<file path="src/rtl/div_pkg.sv">
// Shared definitions for the sequential restoring divider.
//   DIV_W       default operand / quotient / remainder width
//   CNT_W       width of the step counter for DIV_W
//   div_state_t controller states: IDLE, RUN (iterating), FIN (result held)
package div_pkg;
  localparam int DIV_W = 16;
  localparam int CNT_W = $clog2(DIV_W);

  typedef enum logic [1:0] {
    IDLE = 2'd0,
    RUN  = 2'd1,
    FIN  = 2'd2
  } div_state_t;
endpackage

</file>
<file path="src/rtl/div_step.sv">
// One combinational restoring-division step.
//   rem_in   partial remainder (WIDTH+1 bits, keeps subtract carry)
//   q_in     current quotient/dividend shift register
//   divisor  divisor magnitude
//   rem_out  partial remainder after shift and conditional subtract
//   q_out    q_in shifted left, new quotient bit in bit 0
module div_step import div_pkg::*; #(
  parameter int WIDTH = DIV_W
) (
  input  logic [WIDTH:0]   rem_in,
  input  logic [WIDTH-1:0] q_in,
  input  logic [WIDTH-1:0] divisor,
  output logic [WIDTH:0]   rem_out,
  output logic [WIDTH-1:0] q_out
);
  // Shift {rem,q} left by one; the extra top bit keeps the compare exact
  // for any rem_in, not just the rem<divisor invariant of a clean run.
  logic [WIDTH+1:0] rem_sh;
  logic [WIDTH+1:0] diff;
  logic             take;

  always_comb begin
    rem_sh = {rem_in, q_in[WIDTH-1]};
    diff   = rem_sh - {2'b00, divisor};
    take   = (rem_sh >= {2'b00, divisor});
    if (take) begin
      rem_out = diff[WIDTH:0];
      q_out   = {q_in[WIDTH-2:0], 1'b1};
    end else begin
      rem_out = rem_sh[WIDTH:0];
      q_out   = {q_in[WIDTH-2:0], 1'b0};
    end
  end
endmodule

</file>
<file path="src/rtl/seq_divider16.sv">
// Multi-cycle restoring divider for the DIV instruction (ACC / MDR).
// Ports:
//   clk, rst       clock, asynchronous active-low reset
//   load           start pulse; operands sampled on the edge where load=1
//   dividend       numerator, divisor denominator
//   quotient       registered result, remainder registered remainder
//   done           high from completion until the edge that samples the next load
//   busy           high while iterating
//   div_by_zero    high with done when the sampled divisor was 0
// Build option: define DIV_SIGNED_EN for two's-complement operands
// (truncating division, remainder takes the dividend's sign).
// done rises exactly WIDTH edges after the load edge; divide-by-zero
// completes on the load edge itself.
module seq_divider16 import div_pkg::*; #(
  parameter int WIDTH = DIV_W
) (
  input  logic             clk,
  input  logic             rst,
  input  logic             load,
  input  logic [WIDTH-1:0] dividend,
  input  logic [WIDTH-1:0] divisor,
  output logic [WIDTH-1:0] quotient,
  output logic [WIDTH-1:0] remainder,
  output logic             done,
  output logic             busy,
  output logic             div_by_zero
);
  localparam int CW = (WIDTH > 1) ? $clog2(WIDTH) : 1;

  div_state_t       state_q, state_d;
  logic [CW-1:0]    cnt_q;
  logic [WIDTH:0]   rem_q, rem_nx;
  logic [WIDTH-1:0] q_q, q_nx;
  logic [WIDTH-1:0] dvsr_q;
  logic [WIDTH-1:0] mag_a, mag_b;
  logic [WIDTH-1:0] q_fix, r_fix;
  logic             zero_dvsr;
  logic             load_nz, load_z, step, last;

  assign zero_dvsr = (divisor == '0);

`ifdef DIV_SIGNED_EN
  logic sgn_a, sgn_b;
  logic neg_q, neg_r;

  assign sgn_a = dividend[WIDTH-1];
  assign sgn_b = divisor[WIDTH-1];
  // Most-negative magnitude wraps to itself, which reads correctly as unsigned.
  assign mag_a = sgn_a ? -dividend : dividend;
  assign mag_b = sgn_b ? -divisor  : divisor;
  assign q_fix = neg_q ? -q_nx : q_nx;
  assign r_fix = neg_r ? -rem_nx[WIDTH-1:0] : rem_nx[WIDTH-1:0];
`else
  assign mag_a = dividend;
  assign mag_b = divisor;
  assign q_fix = q_nx;
  assign r_fix = rem_nx[WIDTH-1:0];
`endif

  div_step #(.WIDTH(WIDTH)) u_step (
    .rem_in  (rem_q),
    .q_in    (q_q),
    .divisor (dvsr_q),
    .rem_out (rem_nx),
    .q_out   (q_nx)
  );

  // State register
  always_ff @(posedge clk or negedge rst) begin
    if (!rst) state_q <= IDLE;
    else      state_q <= state_d;
  end

  // Next state: load wins in every state, so a load while busy restarts.
  always_comb begin
    state_d = state_q;
    if (load) begin
      state_d = zero_dvsr ? FIN : RUN;
    end else begin
      case (state_q)
        RUN:     if (cnt_q == '0) state_d = FIN;
        FIN:     state_d = FIN;
        default: state_d = IDLE;
      endcase
    end
  end

  // Outputs and datapath controls
  always_comb begin
    busy    = (state_q == RUN);
    done    = (state_q == FIN);
    load_nz = load && !zero_dvsr;
    load_z  = load &&  zero_dvsr;
    step    = !load && (state_q == RUN);
    last    = step && (cnt_q == '0);
  end

  // Datapath
  always_ff @(posedge clk or negedge rst) begin
    if (!rst) begin
      cnt_q       <= '0;
      rem_q       <= '0;
      q_q         <= '0;
      dvsr_q      <= '0;
      quotient    <= '0;
      remainder   <= '0;
      div_by_zero <= 1'b0;
`ifdef DIV_SIGNED_EN
      neg_q       <= 1'b0;
      neg_r       <= 1'b0;
`endif
    end else if (load_nz) begin
      rem_q       <= '0;
      q_q         <= mag_a;
      dvsr_q      <= mag_b;
      cnt_q       <= CW'(WIDTH-1);
      div_by_zero <= 1'b0;
`ifdef DIV_SIGNED_EN
      neg_q       <= sgn_a ^ sgn_b;
      neg_r       <= sgn_a;
`endif
    end else if (load_z) begin
      quotient    <= '1;
      remainder   <= dividend;
      div_by_zero <= 1'b1;
    end else if (step) begin
      rem_q <= rem_nx;
      q_q   <= q_nx;
      cnt_q <= cnt_q - CW'(1);
      if (last) begin
        quotient  <= q_fix;
        remainder <= r_fix;
      end
    end
  end
endmodule

</file>
<file path="config.mk">
export PLATFORM = sky130hd
export DESIGN_NAME = seq_divider16
export DESIGN_NICKNAME = d
export VERILOG_FILES = /design/src/rtl/div_pkg.sv /design/src/rtl/div_step.sv /design/src/rtl/seq_divider16.sv
export SDC_FILE = /design/constraint.sdc
export NUM_CORES = 1
export LEC_CHECK = 0
export BUFFER_PORTS_ARGS = -buffer_cell sky130_fd_sc_hd__buf_4
export CAP_MARGIN = 20
export CORE_MARGIN = 5
export CORE_UTILIZATION = 30
export DETAILED_ROUTE_END_ITERATION = 8
export GPL_ROUTABILITY_DRIVEN = 0
export GPL_TIMING_DRIVEN = 0
export MAX_ROUTING_LAYER = met4
export PLACE_DENSITY = 0.55
export SYNTH_ARGS = -nofsm -noshare
export SYNTH_HDL_FRONTEND = slang
export SYNTH_SLANG_ARGS = --single-unit
</file>
<file path="constraint.sdc">
create_clock -name clk -period 3.4 [get_ports clk]
set_input_delay 0.17 -clock clk [delete_from_list [all_inputs] [get_ports clk]]
set_output_delay 0.17 -clock clk [all_outputs]
set_load 0.02 [all_outputs]
</file>
== Yosys cells after proc, flatten, opt, wreduce, memory -nomap -nowiden ==
Cells that the tools add are included.
Cells by class
  $add $sub $neg: 2
  $mul: 0
  divide/modulo/power cells: 0
  magnitude comparators: 1
  equal/unequal tests: 4
  shift operators: 0
  mux-type cells: 23
  bitwise operators: 1
  reduce and logical (&&, ||, !) cells: 14
Operators by type and width (number)
  $mux 16: 9
  $mux 17: 4
  $ge 18x16->1: 1
  $sub 17x16->17: 1
  $logic_not 16->1: 1
  $mux 4: 3
  $reduce_bool 2->1: 4
  $mux 2: 3
  $logic_and 1x1->1: 4
  $logic_not 4->1: 1
  $pmux 2 s2: 1
  $sub 4x1->4 const B: 1
  $mux 1: 3
  $ne 3x2->1 const B: 1
  $reduce_and 3->1: 1
  $eq 2x1->1 const B: 1
  $eq 2x2->1 const B: 1
  $logic_not 1->1: 2
  $ne 2x2->1 const B: 1
  $reduce_and 2->1: 1
  $not 1->1: 1
Storage, ports and cells
  flip-flop bits (word level): 88
  bits in latches: 0
  bits in writable memories: 0
  ROM bits: 0
  input port bits: 35
  word-level logic and storage cells: 53
  memories kept: 0

== Depth between registers and ports, before layout ==
  word-level depth: 6
  depth in mapped cells: 13
  depth with buffers taken out: 11

== By module ==
From an unflattened synthesis, not the netlist that was laid out.
Second synthesis, totals
  cells, all modules: 541
  area total of the unflattened synthesis: 5059.9 um^2
By module, submodules not included
  seq_divider16: times used 1, cells each 366, area each 3871.2 um^2
  div_step: times used 1, cells each 175, area each 1188.6 um^2

== Worst setup path before layout ==
No wires, ideal clock.
  path type: register to register
  from: reg q_q[15]
  to: reg remainder[0]
  setup time: 133 ps
  data arrival time: 2467 ps
  data required time: 3267 ps
  path slack: 800 ps
  cell stages (with the launch flop): 14
  period minus slack after synthesis: 2600 ps
  path through: dfrtp_1 > inv_1 > ha_1 > inv_1 > fa_1 > a211oi_1 > o21a_1 > o31a_4 > a211oi_4 > or2_1 > buf_6 > buf_12 > o21ai_0 > o21ai_0
On the way
  word-level cells in the longest chain between the ends: 5
RTL lines
  start, declared: line seq_divider16.sv:33  | logic [WIDTH-1:0] q_q, q_nx;
  start signal, assigned: line seq_divider16.sv:114  | q_q <= mag_a;
  start signal, assigned: line seq_divider16.sv:128  | q_q <= q_nx;
  $sub 17x16->17 or $ge 18x16->1 (tied branches): line div_step.sv:24, div_step.sv:25
  $mux 17 (*): line div_step.sv:26  | if (take) begin
  $mux 16 (*): line seq_divider16.sv:130  | if (last) begin
  $mux 16 (*): line seq_divider16.sv:126  | end else if (step) begin
  $mux 16 (*): line seq_divider16.sv:122  | end else if (load_z) begin
  end signal, assigned: line seq_divider16.sv:124  | remainder <= dividend;
  end signal, assigned: line seq_divider16.sv:132  | remainder <= r_fix;
  end, declared: line seq_divider16.sv:23  | output logic [WIDTH-1:0] remainder,
Mark *: on every way between the ends. The rest lies on a longest branch, timed or not. The select of a mux whose other input is x is not followed.
A chain may end at the register's enable or synchronous reset.

== Worst setup path after layout ==
  from: reg q_q[15]
  to: reg rem_q[14]
On the way
  word-level cells in the longest chain between the ends: 5
RTL lines
  $sub 17x16->17 or $ge 18x16->1 (tied branches): line div_step.sv:24, div_step.sv:25
  $mux 17 (*): line div_step.sv:26
  $mux 17 (*): line seq_divider16.sv:126
  $mux 17 (*): line seq_divider16.sv:122
  $mux 17 (*): line seq_divider16.sv:112  | end else if (load_nz) begin
  end signal, assigned: line seq_divider16.sv:127  | rem_q <= rem_nx;
  end, declared: line seq_divider16.sv:32  | logic [WIDTH:0] rem_q, rem_nx;
Marks and branches as above.

==> results.sh <==
export IMPL_r2r_start="q_q[15]"
export IMPL_cts_clk_slew_worst_paths_ps=70
export IMPL_antenna_found_initial=0
export IMPL_r2r_setup_slack_ps=340
export IMPL_clkLatencyLatePin_ps=350
export IMPL_ir_worst_vdd_uv=285
export IMPL_postSynthAreaPerCell_um2=9.37
export IMPL_num_antenna_cells=0
export IMPL_post_cts_buffers=0
export IMPL_synth_ff_type="dfrtp_1"
export IMPL_synthCells=488
export IMPL_io_pins=70
export IMPL_min_period_ps=3060
export IMPL_synth_fp_nets=543
export IMPL_async_reset_ff_frac=1.00
export IMPL_worst_hold_path_type="primary input to flop"
export IMPL_crit_slowest_cell="dfrtp_1"
export IMPL_top_layer_used="met4"
export IMPL_grt_start_max_net_pins=89
export IMPL_vias_per_cell=5.13
export IMPL_cts_path_max_buffers=2
export IMPL_cts_tree="done"
export IMPL_yosys_warnings=0
export IMPL_post_route_util=0.372
export IMPL_r2r_end="rem_q[14]"
export IMPL_synthAdderAreaFrac=0.0564
export IMPL_cts_hold_buf=0
export IMPL_dr_wl_met2_um=5690
export IMPL_holdPathStages=3
export IMPL_rsz0062_at_grt="false"
export IMPL_synth_area_mux_share=0.0241
export IMPL_synth_cell_type_count=51
export IMPL_cp_required_ps=3620
export IMPL_start_kind="flop"
export IMPL_period_share=0.901
export IMPL_die_h_um=133
export IMPL_wl_met1_um=6550
export IMPL_r2r_cells=13
export IMPL_seq_area_frac_synth=0.482
export IMPL_synth_top_family_by_area="compound AO/OA/AOI/OAI gates"
export IMPL_worst_pin_slew_ps=770
export IMPL_initialDrtViolationCount=322
export IMPL_synth_top_cell_by_area="dfrtp_1"
export IMPL_coreArea_um2=15100
export IMPL_skew_ps=9.30
export IMPL_rows=45
export IMPL_fin_ws_ps=335
export IMPL_nets=625
export IMPL_synth_edf_count=0
export IMPL_max_cap_violations=0
export IMPL_htree_num_levels=3
export IMPL_ys_seq_elements=88
export IMPL_dp_hpwl_um=9800
export IMPL_worst_setup_path_type="flop to flop"
export IMPL_synthSimpleGateAreaFrac=0.145
export IMPL_path_max_fanout=10
export IMPL_slew_headroom=0.485
export IMPL_total_leakage_power_nw=2.73
export IMPL_fill_cells=1547
export IMPL_dieArea_um2=17800
export IMPL_synth_xor_area_frac=0.0249
export IMPL_end_kind="flop"
export IMPL_cts_root_buf="clkbuf_16"
export IMPL_finalSetupViolCount=0
export IMPL_syn_area_um2=4570
export IMPL_slowest_delay_ps=380
export IMPL_cts_sinks=88
export IMPL_grt_pass1_wl_um=21200
export IMPL_crit_chain="inv_1, ha_1, inv_1, fa_1, a211oi_1, o21a_1, o31a_4, a211oi_4, or2_1, buf_6, buf_12, mux2i_1, o21ai_1"
export IMPL_final_layout_size_suffix_gt1_frac=0.169
export IMPL_cts_buffers_inserted=9
export IMPL_wl_um=12900
export IMPL_track_usage=0.154
export IMPL_post_cts_resize_count=0
export IMPL_port_buffer_count=69
export IMPL_hold_viol_final=0
export IMPL_drt_pass1_iter_count=5
export IMPL_timing_hold_worst_endpoint="dvsr_q[0]"
export IMPL_cp_arrival_ps=3280
export IMPL_crit_top_cell="inv_1"
export IMPL_initial_utilization=0.303
export IMPL_die_x_um=133
export IMPL_ys_top_cells_by_area="dfrtp_1 (48%), nand2_1 (7.6%), o21ai_0 (6.6%)"
export IMPL_power_density_nw_per_um2=703
export IMPL_ant_nets=0
export IMPL_status="completed"
export IMPL_avgRoutedWirePerCell_um=17.0
export IMPL_p_total_mw=3.95
export IMPL_yosys_top_cells_count="nand2_1 (92), dfrtp_1 (88), o21ai_0 (60), a22oi_1 (33)"
export IMPL_met3_wirelength_um=524
export IMPL_pre_cts_ws_ps=370
export IMPL_setup_tns_ps=0
export IMPL_drv_slew=0
export IMPL_yosysTopAreaCellShare=0.482
export IMPL_synth_compound_area_frac=0.213
export IMPL_synth_most_common_cell="nand2_1"
export IMPL_grt_pass1_vias=3873
export IMPL_drc=0
export IMPL_grt_overflow_total=0
export IMPL_dr_total_vias=3912
export IMPL_min_from="divisor[0]"
export IMPL_area_growth_pct=22.9
export IMPL_clock_fmax_mhz=326
## routing by layer
| layer | track usage | vias to the layer above |
|---|---|---|
| met3 | 0.0268 | 11 |
| met4 | 0.0549 | 0 |
| met2 | 0.224 | 114 |
| li1 | - | 1890 |
| met1 | 0.217 | 1897 |
| met5 | - | - |
## report_power, final
part | switching, mW | total [mW] | internal, mW
logic | 0.996 | 1.71 | 0.712
clock network | 0.426 | 0.918 | 0.491
registers | 0.136 | 1.33 | 1.19
total | 1.56 | 3.95 | 2.39
## flip-flops by register name, summed over array words and instances, names as in the netlist
name / cells
remainder: 16
rem_q: 17
quotient: 16
cnt_q: 4
state_q: 2
div_by_zero: 1
dvsr_q: 16
q_q: 16
## through the flow
stage                     std cells  hold WS, ps  instance area [µm²]
after floorplan                 488         -126                 4570
after global placement          745          386                 5330
after detailed placement        745          378                 5330
after CTS                       760         10.5                 5590
after global routing            762         25.2                 5620
final                           762         21.3                 5620
## layout make-up
| type | instances | area [µm²] | area share |
|---|---|---|---|
| timing repair buffer | 71 | 548 | 0.0975 |
| buffer | 25 | 166 | 0.0296 |
| clock inverter | 5 | 35.0 | 0.00623 |
| sequential | 88 | 2200 | 0.392 |
| inverter | 23 | 86.3 | 0.0154 |
| tap | 188 | 235 | 0.0419 |
| multi-input combinational | 352 | 2120 | 0.377 |
| clock buffer | 10 | 229 | 0.0407 |
## critical path, delay by kind of cell, from the launching register on
| kind | cells | cell delay [ps] |
|---|---|---|
| AOI/OAI and AO/OA | 5 | 1190 |
| and+or+nand+nor | 1 | 160 |
| muxes | 1 | 350 |
| buffers and inverters | 4 | 420 |
| adders and majority gates | 2 | 430 |
| DFF | 1 | 380 |
## cells in the final DEF, fill, tap and decap left out, types with 3 or more instances in the layout
| master | n |
|---|---|
| buf_4 | 70 |
| xnor2_1 | 10 |
| or3_1 | 3 |
| nand3_1 | 23 |
| mux2i_1 | 11 |
| o21ai_0 | 60 |
| ha_1 | 19 |
| o21a_1 | 6 |
| nor4_1 | 5 |
| a21oi_1 | 18 |
| o21ai_1 | 8 |
| xor2_1 | 3 |
| o21bai_1 | 3 |
| a22oi_1 | 33 |
| a31oi_1 | 4 |
| nand4_1 | 3 |
| clkbuf_1 | 16 |
| nor2_1 | 16 |
| a21o_1 | 5 |
| dfrtp_1 | 88 |
| nand2_1 | 92 |
| inv_1 | 23 |
| clkbuf_16 | 9 |
## how the worst max path moves through the flow
stage	from	to	slack, ps	depth (start not counted)
finish	q_q[15]	rem_q[14]	340	13
global route	q_q[15]	rem_q[13]	160	13
CTS	q_q[15]	rem_q[14]	330	13
detailed placement	q_q[15]	rem_q[11]	370	13
global placement	q_q[15]	rem_q[11]	380	13
floorplan	q_q[15]	remainder[0]	800	13
## kinds of logic after synthesis
family                   Yosys count
AO/OA/AOI/OAI                    154
AND/OR/NAND/NOR                  154
flip-flops                        88
buffers and inverters             48
adder cells (fa/ha/maj)           20
XOR/XNOR                          13
multiplexers                      11
No activity file was read; power rests on OpenSTA's default activity.
